===== config.mk =====
export PLATFORM = sky130hd
export DESIGN_NAME = watch_mode_ctrl
export DESIGN_NICKNAME = d
export VERILOG_FILES = /design/src/rtl/watch_pkg.sv /design/src/rtl/bcd_time_counter.sv /design/src/rtl/watch_mode_ctrl.sv
export SDC_FILE = /design/constraint.sdc
export NUM_CORES = 1
export LEC_CHECK = 0
export CORE_ASPECT_RATIO = 1.1
export CORE_MARGIN = 5
export CORE_UTILIZATION = 40
export CTS_CLUSTER_DIAMETER = 80
export DETAILED_ROUTE_END_ITERATION = 8
export PLACE_DENSITY = 0.65
export SYNTH_ARGS = -nofsm -noshare
export SYNTH_HDL_FRONTEND = slang
export SYNTH_HIERARCHICAL = 1
export SYNTH_SLANG_ARGS = --single-unit
export TNS_END_PERCENT = 30

===== constraint.sdc =====
create_clock -name clk -period 7.7 [get_ports clk]
set_input_delay 2.31 -clock clk [delete_from_list [all_inputs] [get_ports clk]]
set_output_delay 2.31 -clock clk [all_outputs]
set_load 0.01 [all_outputs]

===== src/rtl/watch_pkg.sv =====
// Shared types and constants for the watch controller: mode encodings,
// edit cursor positions, BCD digit limits and the display width helper.
package watch_pkg;

  typedef enum logic [2:0] {
    MODE_CLOCK     = 3'd0,
    MODE_ALARM     = 3'd1,
    MODE_STOPWATCH = 3'd2,
    MODE_SET_CLOCK = 3'd3,
    MODE_SET_ALARM = 3'd4
  } mode_e;

  // Edit cursor, leftmost digit first
  localparam logic [1:0] CUR_HT = 2'd0;
  localparam logic [1:0] CUR_HO = 2'd1;
  localparam logic [1:0] CUR_MT = 2'd2;
  localparam logic [1:0] CUR_MO = 2'd3;

  // BCD digit limits for a 24h time
  localparam logic [3:0] HT_MAX    = 4'd2;
  localparam logic [3:0] HO_MAX    = 4'd9;
  localparam logic [3:0] HO_MAX_20 = 4'd3;  // hour ones limit once hour tens is 2
  localparam logic [3:0] MT_MAX    = 4'd5;
  localparam logic [3:0] MO_MAX    = 4'd9;
  localparam logic [3:0] ST_MAX    = 4'd5;
  localparam logic [3:0] SO_MAX    = 4'd9;

  typedef struct packed {
    logic [3:0] ht;
    logic [3:0] ho;
    logic [3:0] mt;
    logic [3:0] mo;
  } hhmm_t;

  typedef struct packed {
    hhmm_t      hm;
    logic [3:0] st;
    logic [3:0] so;
  } bcdTime_t;

  function automatic int digitsWidth(input int numDigits);
    return 4 * numDigits;
  endfunction

endpackage


===== src/rtl/bcd_time_counter.sv =====
// BCD HH:MM:SS counter with synchronous load. MAX_HOURS sets the hour
// wrap point (23 for time of day, 99 for a stopwatch, 0 to pin hours
// at zero); MAX_MINUTES = 99 lets the minutes field run 00..99.
module bcd_time_counter
  import watch_pkg::*;
#(
  parameter int MAX_HOURS   = 23,
  parameter int MAX_MINUTES = 59
) (
  input  logic     clk,
  input  logic     resetN,
  input  logic     inc,
  input  logic     load,
  input  bcdTime_t loadValue,
  output bcdTime_t value,
  output bcdTime_t nextValue,
  output logic     carry
);

  localparam logic [3:0] MT_TOP = (MAX_MINUTES == 99) ? 4'd9 : MT_MAX;
  localparam logic [3:0] HT_TOP = 4'(MAX_HOURS / 10);
  localparam logic [3:0] HO_TOP = 4'(MAX_HOURS % 10);

  logic soEnd, stEnd, moEnd, mtEnd, hEnd;

  // Ripple the +1 second through the BCD fields
  always_comb begin
    soEnd = (value.so == SO_MAX);
    stEnd = soEnd && (value.st == ST_MAX);
    moEnd = stEnd && (value.hm.mo == MO_MAX);
    mtEnd = moEnd && (value.hm.mt == MT_TOP);
    hEnd  = (value.hm.ht == HT_TOP) && (value.hm.ho == HO_TOP);
    nextValue    = value;
    nextValue.so = soEnd ? 4'd0 : value.so + 4'd1;
    if (soEnd) nextValue.st    = stEnd ? 4'd0 : value.st + 4'd1;
    if (stEnd) nextValue.hm.mo = moEnd ? 4'd0 : value.hm.mo + 4'd1;
    if (moEnd) nextValue.hm.mt = mtEnd ? 4'd0 : value.hm.mt + 4'd1;
    if (mtEnd) begin
      if (hEnd) begin
        nextValue.hm.ht = 4'd0;
        nextValue.hm.ho = 4'd0;
      end else if (value.hm.ho == 4'd9) begin
        nextValue.hm.ht = value.hm.ht + 4'd1;
        nextValue.hm.ho = 4'd0;
      end else begin
        nextValue.hm.ho = value.hm.ho + 4'd1;
      end
    end
  end

  assign carry = inc && mtEnd && hEnd;

  // Load has priority over counting
  always_ff @(posedge clk or negedge resetN) begin
    if (!resetN)   value <= '0;
    else if (load) value <= loadValue;
    else if (inc)  value <= nextValue;
  end

endmodule


===== src/rtl/watch_mode_ctrl.sv =====
// Watch mode controller: time of day, alarm, background stopwatch and a
// cursor-based HH:MM editor behind one mode FSM. Drives BCD digits plus
// a per-digit blink mask to the seven-segment decoders.
module watch_mode_ctrl
  import watch_pkg::*;
#(
  parameter int TICK_DIV     = 50000000,
  parameter int NUM_DIGITS   = 4,
  parameter int BEEP_SECONDS = 60
) (
  input  logic                                clk,
  input  logic                                resetN,
  input  logic                                modeNext,
  input  logic                                setValue,
  input  logic                                nextDigit,
  input  logic                                upTime,
  input  logic                                startStop,
  input  logic                                lapReset,
  output logic [digitsWidth(NUM_DIGITS)-1:0]  displayDigits,
  output logic [NUM_DIGITS-1:0]               blinkMask,
  output logic [2:0]                          modeState,
  output logic                                alarmEnabled,
  output logic                                alarmBeep
);

  localparam int PW = $clog2(TICK_DIV);
  localparam int BW = $clog2(BEEP_SECONDS + 1);
  localparam logic [NUM_DIGITS-1:0] MSB_BIT = {1'b1, {(NUM_DIGITS-1){1'b0}}};

  mode_e          mode, modeNxt;
  logic [PW-1:0]  presc;
  logic           blinkPhase, secTick, prescClr;
  logic           anyBtn, btnOk, doSet, doMode, doNext, doUp, doStart, doLap;
  logic           inSet, todLoad, swClear, alarmHit;
  hhmm_t          shadow, shadowUp, alarmTime;
  logic [1:0]     cursor;
  logic           swRun, swLapOn;
  bcdTime_t       swLap, todValue, todNext, swValue, swNext, shown;
  logic [BW-1:0]  beepCnt;
  logic           todCarry, swCarry;

  assign secTick = (presc == PW'(TICK_DIV - 1));

  // Seconds prescaler; blink phase runs at 1 Hz, cleared with the prescaler
  always_ff @(posedge clk or negedge resetN) begin
    if (!resetN) begin
      presc      <= '0;
      blinkPhase <= 1'b0;
    end else if (prescClr) begin
      presc      <= '0;
      blinkPhase <= 1'b0;
    end else begin
      presc <= secTick ? '0 : presc + PW'(1);
      if (secTick || presc == PW'(TICK_DIV / 2 - 1)) blinkPhase <= ~blinkPhase;
    end
  end

  // One winning button per cycle; any pulse during a beep only silences it
  always_comb begin
    anyBtn  = setValue | modeNext | nextDigit | upTime | startStop | lapReset;
    btnOk   = !alarmBeep;
    doSet   = btnOk && setValue;
    doMode  = btnOk && !setValue && modeNext;
    doNext  = btnOk && !setValue && !modeNext && nextDigit;
    doUp    = btnOk && !setValue && !modeNext && !nextDigit && upTime;
    doStart = btnOk && !setValue && !modeNext && !nextDigit && !upTime && startStop;
    doLap   = btnOk && !setValue && !modeNext && !nextDigit && !upTime && !startStop && lapReset;
  end

  // Mode state register
  always_ff @(posedge clk or negedge resetN) begin
    if (!resetN) mode <= MODE_CLOCK;
    else         mode <= modeNxt;
  end

  // Mode transitions
  always_comb begin
    modeNxt = mode;
    case (mode)
      MODE_CLOCK:     if (doSet) modeNxt = MODE_SET_CLOCK; else if (doMode) modeNxt = MODE_ALARM;
      MODE_ALARM:     if (doSet) modeNxt = MODE_SET_ALARM; else if (doMode) modeNxt = MODE_STOPWATCH;
      MODE_STOPWATCH: if (doMode) modeNxt = MODE_CLOCK;
      MODE_SET_CLOCK: if (doSet) modeNxt = MODE_CLOCK;
      MODE_SET_ALARM: if (doSet) modeNxt = MODE_ALARM;
      default:        modeNxt = MODE_CLOCK;
    endcase
  end

  assign inSet    = (mode == MODE_SET_CLOCK) || (mode == MODE_SET_ALARM);
  assign todLoad  = doSet && (mode == MODE_SET_CLOCK);
  assign prescClr = todLoad;
  assign swClear  = doLap && (mode == MODE_STOPWATCH) && !swRun;
  assign alarmHit = secTick && alarmEnabled && (mode != MODE_SET_CLOCK) &&
                    (todNext.hm == alarmTime) && (todNext.st == 4'd0) && (todNext.so == 4'd0);

  bcd_time_counter #(.MAX_HOURS(23), .MAX_MINUTES(59)) uTod (
    .clk(clk), .resetN(resetN), .inc(secTick), .load(todLoad),
    .loadValue({shadow, 8'h00}), .value(todValue), .nextValue(todNext), .carry(todCarry)
  );

  bcd_time_counter #(
    .MAX_HOURS  ((NUM_DIGITS == 6) ? 99 : 0),
    .MAX_MINUTES((NUM_DIGITS == 6) ? 59 : 99)
  ) uSw (
    .clk(clk), .resetN(resetN), .inc(secTick && swRun), .load(swClear),
    .loadValue('0), .value(swValue), .nextValue(swNext), .carry(swCarry)
  );

  // Cursor digit +1 with wrap; hour tens reaching 2 clamps hour ones to 3
  always_comb begin
    shadowUp = shadow;
    case (cursor)
      CUR_HT: begin
        shadowUp.ht = (shadow.ht >= HT_MAX) ? 4'd0 : shadow.ht + 4'd1;
        if (shadowUp.ht == HT_MAX && shadow.ho > HO_MAX_20) shadowUp.ho = HO_MAX_20;
      end
      CUR_HO:  shadowUp.ho = (shadow.ho >= ((shadow.ht == HT_MAX) ? HO_MAX_20 : HO_MAX)) ?
                             4'd0 : shadow.ho + 4'd1;
      CUR_MT:  shadowUp.mt = (shadow.mt >= MT_MAX) ? 4'd0 : shadow.mt + 4'd1;
      default: shadowUp.mo = (shadow.mo >= MO_MAX) ? 4'd0 : shadow.mo + 4'd1;
    endcase
  end

  // Editor shadow, cursor and alarm time/arm
  always_ff @(posedge clk or negedge resetN) begin
    if (!resetN) begin
      shadow       <= '0;
      cursor       <= CUR_HT;
      alarmTime    <= '0;
      alarmEnabled <= 1'b0;
    end else begin
      if (doSet && mode == MODE_CLOCK) begin
        shadow <= todValue.hm;
        cursor <= CUR_HT;
      end
      if (doSet && mode == MODE_ALARM) begin
        shadow <= alarmTime;
        cursor <= CUR_HT;
      end
      if (doSet && mode == MODE_SET_ALARM) alarmTime <= shadow;
      if (inSet && doNext) cursor <= cursor + 2'd1;
      if (inSet && doUp)   shadow <= shadowUp;
      if (mode == MODE_ALARM && doUp) alarmEnabled <= ~alarmEnabled;
    end
  end

  // Stopwatch run and lap freeze
  always_ff @(posedge clk or negedge resetN) begin
    if (!resetN) begin
      swRun   <= 1'b0;
      swLapOn <= 1'b0;
      swLap   <= '0;
    end else if (mode == MODE_STOPWATCH) begin
      if (doStart) swRun <= ~swRun;
      if (doLap) begin
        if (swRun) begin
          swLapOn <= ~swLapOn;
          swLap   <= swValue;
        end else begin
          swLapOn <= 1'b0;
        end
      end
    end
  end

  // Beep: set after the trigger tick, cleared by timeout, button or disarm
  always_ff @(posedge clk or negedge resetN) begin
    if (!resetN) begin
      alarmBeep <= 1'b0;
      beepCnt   <= '0;
    end else if (alarmHit) begin
      alarmBeep <= 1'b1;
      beepCnt   <= '0;
    end else if (alarmBeep) begin
      if (anyBtn || !alarmEnabled) begin
        alarmBeep <= 1'b0;
      end else if (secTick) begin
        if (beepCnt == BW'(BEEP_SECONDS - 1)) alarmBeep <= 1'b0;
        beepCnt <= beepCnt + BW'(1);
      end
    end
  end

  // Per-mode display source and cursor blink
  always_comb begin
    case (mode)
      MODE_ALARM:                     shown = {alarmTime, 8'h00};
      MODE_STOPWATCH:                 shown = swLapOn ? swLap : swValue;
      MODE_SET_CLOCK, MODE_SET_ALARM: shown = {shadow, 8'h00};
      default:                        shown = todValue;
    endcase
    blinkMask = (inSet && blinkPhase) ? (MSB_BIT >> cursor) : '0;
  end

  generate
    if (NUM_DIGITS == 6) begin : gSix
      assign displayDigits = shown;
    end else begin : gFour
      // Four digits show MM:SS for the stopwatch, HH:MM otherwise
      assign displayDigits = (mode == MODE_STOPWATCH) ?
                             {shown.hm.mt, shown.hm.mo, shown.st, shown.so} : shown.hm;
    end
  endgenerate

  assign modeState = mode;

endmodule


==> impl_metrics.yaml <==
power:
  irDropWorstVdd_v: 0.000217
  pwr_density_cell_mw_per_mm2: 350
  power_leakage_uw: 0.00445
job:
  cap_violations: 0
critical_path:
  cp_max_fo: 28
  crit_slowest_cell: "dfrtp_1"
  worstPathCellList: "clkinv_1, or3_1, a221oi_1, clkdlybuf4s50_1"
  crit_path_start_kind: "register"
  worstPathArrival_ps: 3690
  slowest_delay_ps: 920
  worstSetupPathType: "reg -> out"
  worstPathRequired_ps: 5390
  endpoint_kind: "primary output"
clock_network:
  clock_path_buffers: 2
  cts_hold_buffers: 0
  ctsResizeCount: 0
  cts_tree: "built"
  clk_pin_slew_ps: 60
  cts_root_buf: "clkbuf_16"
  clkSinkCount: 130
  htreeDepth: 4
  cts_buffers: 17
  postCtsSetupBuffers: 0
  clock_latency_ps: 420
worst_hold_path:
  hp-class: "reg -> reg"
floorplanning:
  io_pins: 33
  die_area_mm2: 0.0258
  die_w_um: 154
  die_y_um: 168
  fp-row-count: 57
  initial_utilization_pct: 40.9
  coreArea_mm2: 0.0223
final_layout:
  final_core_util_pct: 46.1
  layoutNonFillerInstCount: 1335
  layout.nets: 1070
  drive_above_1_share_pct: 11.4
  fillers: 2155
  num_antenna_cells: 0
  area_growth_pct: 12.7
  layout_common_cells: "dfrtp_1 (130), nand2_1 (97), nor2_1 (96)"
  final_common_cell: "dfrtp_1"
placed_design:
  dpl_worst_slack_ps: 2190
  dp_hpwl_um: 17200
  place.gp.congestion: 0.894
  io_buffers: 32
  numPlacedInstances: 1304
yosys:
  synth.avg_cell_area_um2: 9.07
  postSynthCellCount: 1002
  syn-cell-area_mm2: 0.00909
  yosys_warnings: 6
sta:
  worstMarginPinSlew_ps: 1130
  rsz0062_at_grt: "no"
  period_share_pct: 77.9
  slew_viol_final: 0
  setup_viol: 0
  hold_viol_final: 0
  fin_skew_ps: 9.53
  setup_ws_ps: 1700
  slew_headroom_pct: 23.9
  setup_tns_ps: 0
  min_period_ps: 6000
  fmax_ghz: 0.167
grt:
  antenna_found_initial: 0
  grt_pass1_vias: 7336
  grt_use_total_pct: 18.8
  grt_pass1_wl_um: 39600
  grt_overflow: 0
  grt_max_degree: 76
route:
  drt-initial-drc-count: 586
  vias_per_cell: 5.71
  wire_per_inst_um: 18.1
  num_vias: 7620
  wl_um: 24200
  ant_nets: 0
  drc: 0
  first_pass_iters: 6
status:
  status: "finished clean"
==> flip-flops by register name, summed over array words and instances (netlist names), 3 cells and up <==
name	cells
alarmTime	16
beepCnt	6
modeState	3
presc	26
shadow	16
swLap	16
uSw/value	16
uTod/value	24
==> area by class of cell <==
cell class / count / area [um^2] / area share, %
well taps: 295 / 369 / 3.60
flip-flops and latches: 130 / 3250 / 31.7
clock buffers: 18 / 439 / 4.29
multi-input cells: 792 / 5490 / 53.6
repair buffers: 40 / 382 / 3.72
inverters: 47 / 176 / 1.72
clock inverters: 13 / 138 / 1.34
==> power by group <==
part / internal, uW / switching, uW / total (uW)
Clock: 483 / 314 / 797
Combinational: 723 / 822 / 1540
Sequential: 863 / 382 / 1250
Total: 2070 / 1520 / 3590
==> stage by stage <==
stage | cell area, um^2 | hold slack, ps | total power, uW
final | 10200 | 486 | 3590
after global routing | 10200 | 497 | 3830
after CTS | 10200 | 488 | 3600
after detailed placement | 9670 | 470 | 2780
after global placement | 9670 | 469 | 2750
after floorplan | 9180 | 442 | 2200
==> per-layer routing <==
layer  track usage, %  routed length [um]  up-vias  share of wire [%]
met4             6.30                 645        0                2.7
met2             29.4               11100      214                 46
met1             26.1               10900     3694                 45
met3             4.08                1530       42                6.3
met5                0                   0        -                  0
li1                 -                   -     3670                  -
==> worst max-delay path: cells and delay by family, from the launching register on <==
family          cells  cell delay [ps]
buf+inv             2             1370
flops               1              920
simple gates        1              540
compound gates      1              450
==> final timing paths <==
kind                               endpoint  cells past startpoint          start  slack (ps)
setup / recovery           displayDigits[2]                      4   modeState[2]        1700
hold / removal                   beepCnt[5]                      1     beepCnt[5]         490
setup reg to reg                 beepCnt[2]                     11  uTod/value[8]        3930
hold reg to reg                  beepCnt[5]                      1     beepCnt[5]         490
max in group asynchronous        beepCnt[2]                      2         resetN        4450
min in group asynchronous         swLap[10]                      1         resetN        1840
No activity file was read; power rests on OpenSTA's default activity.
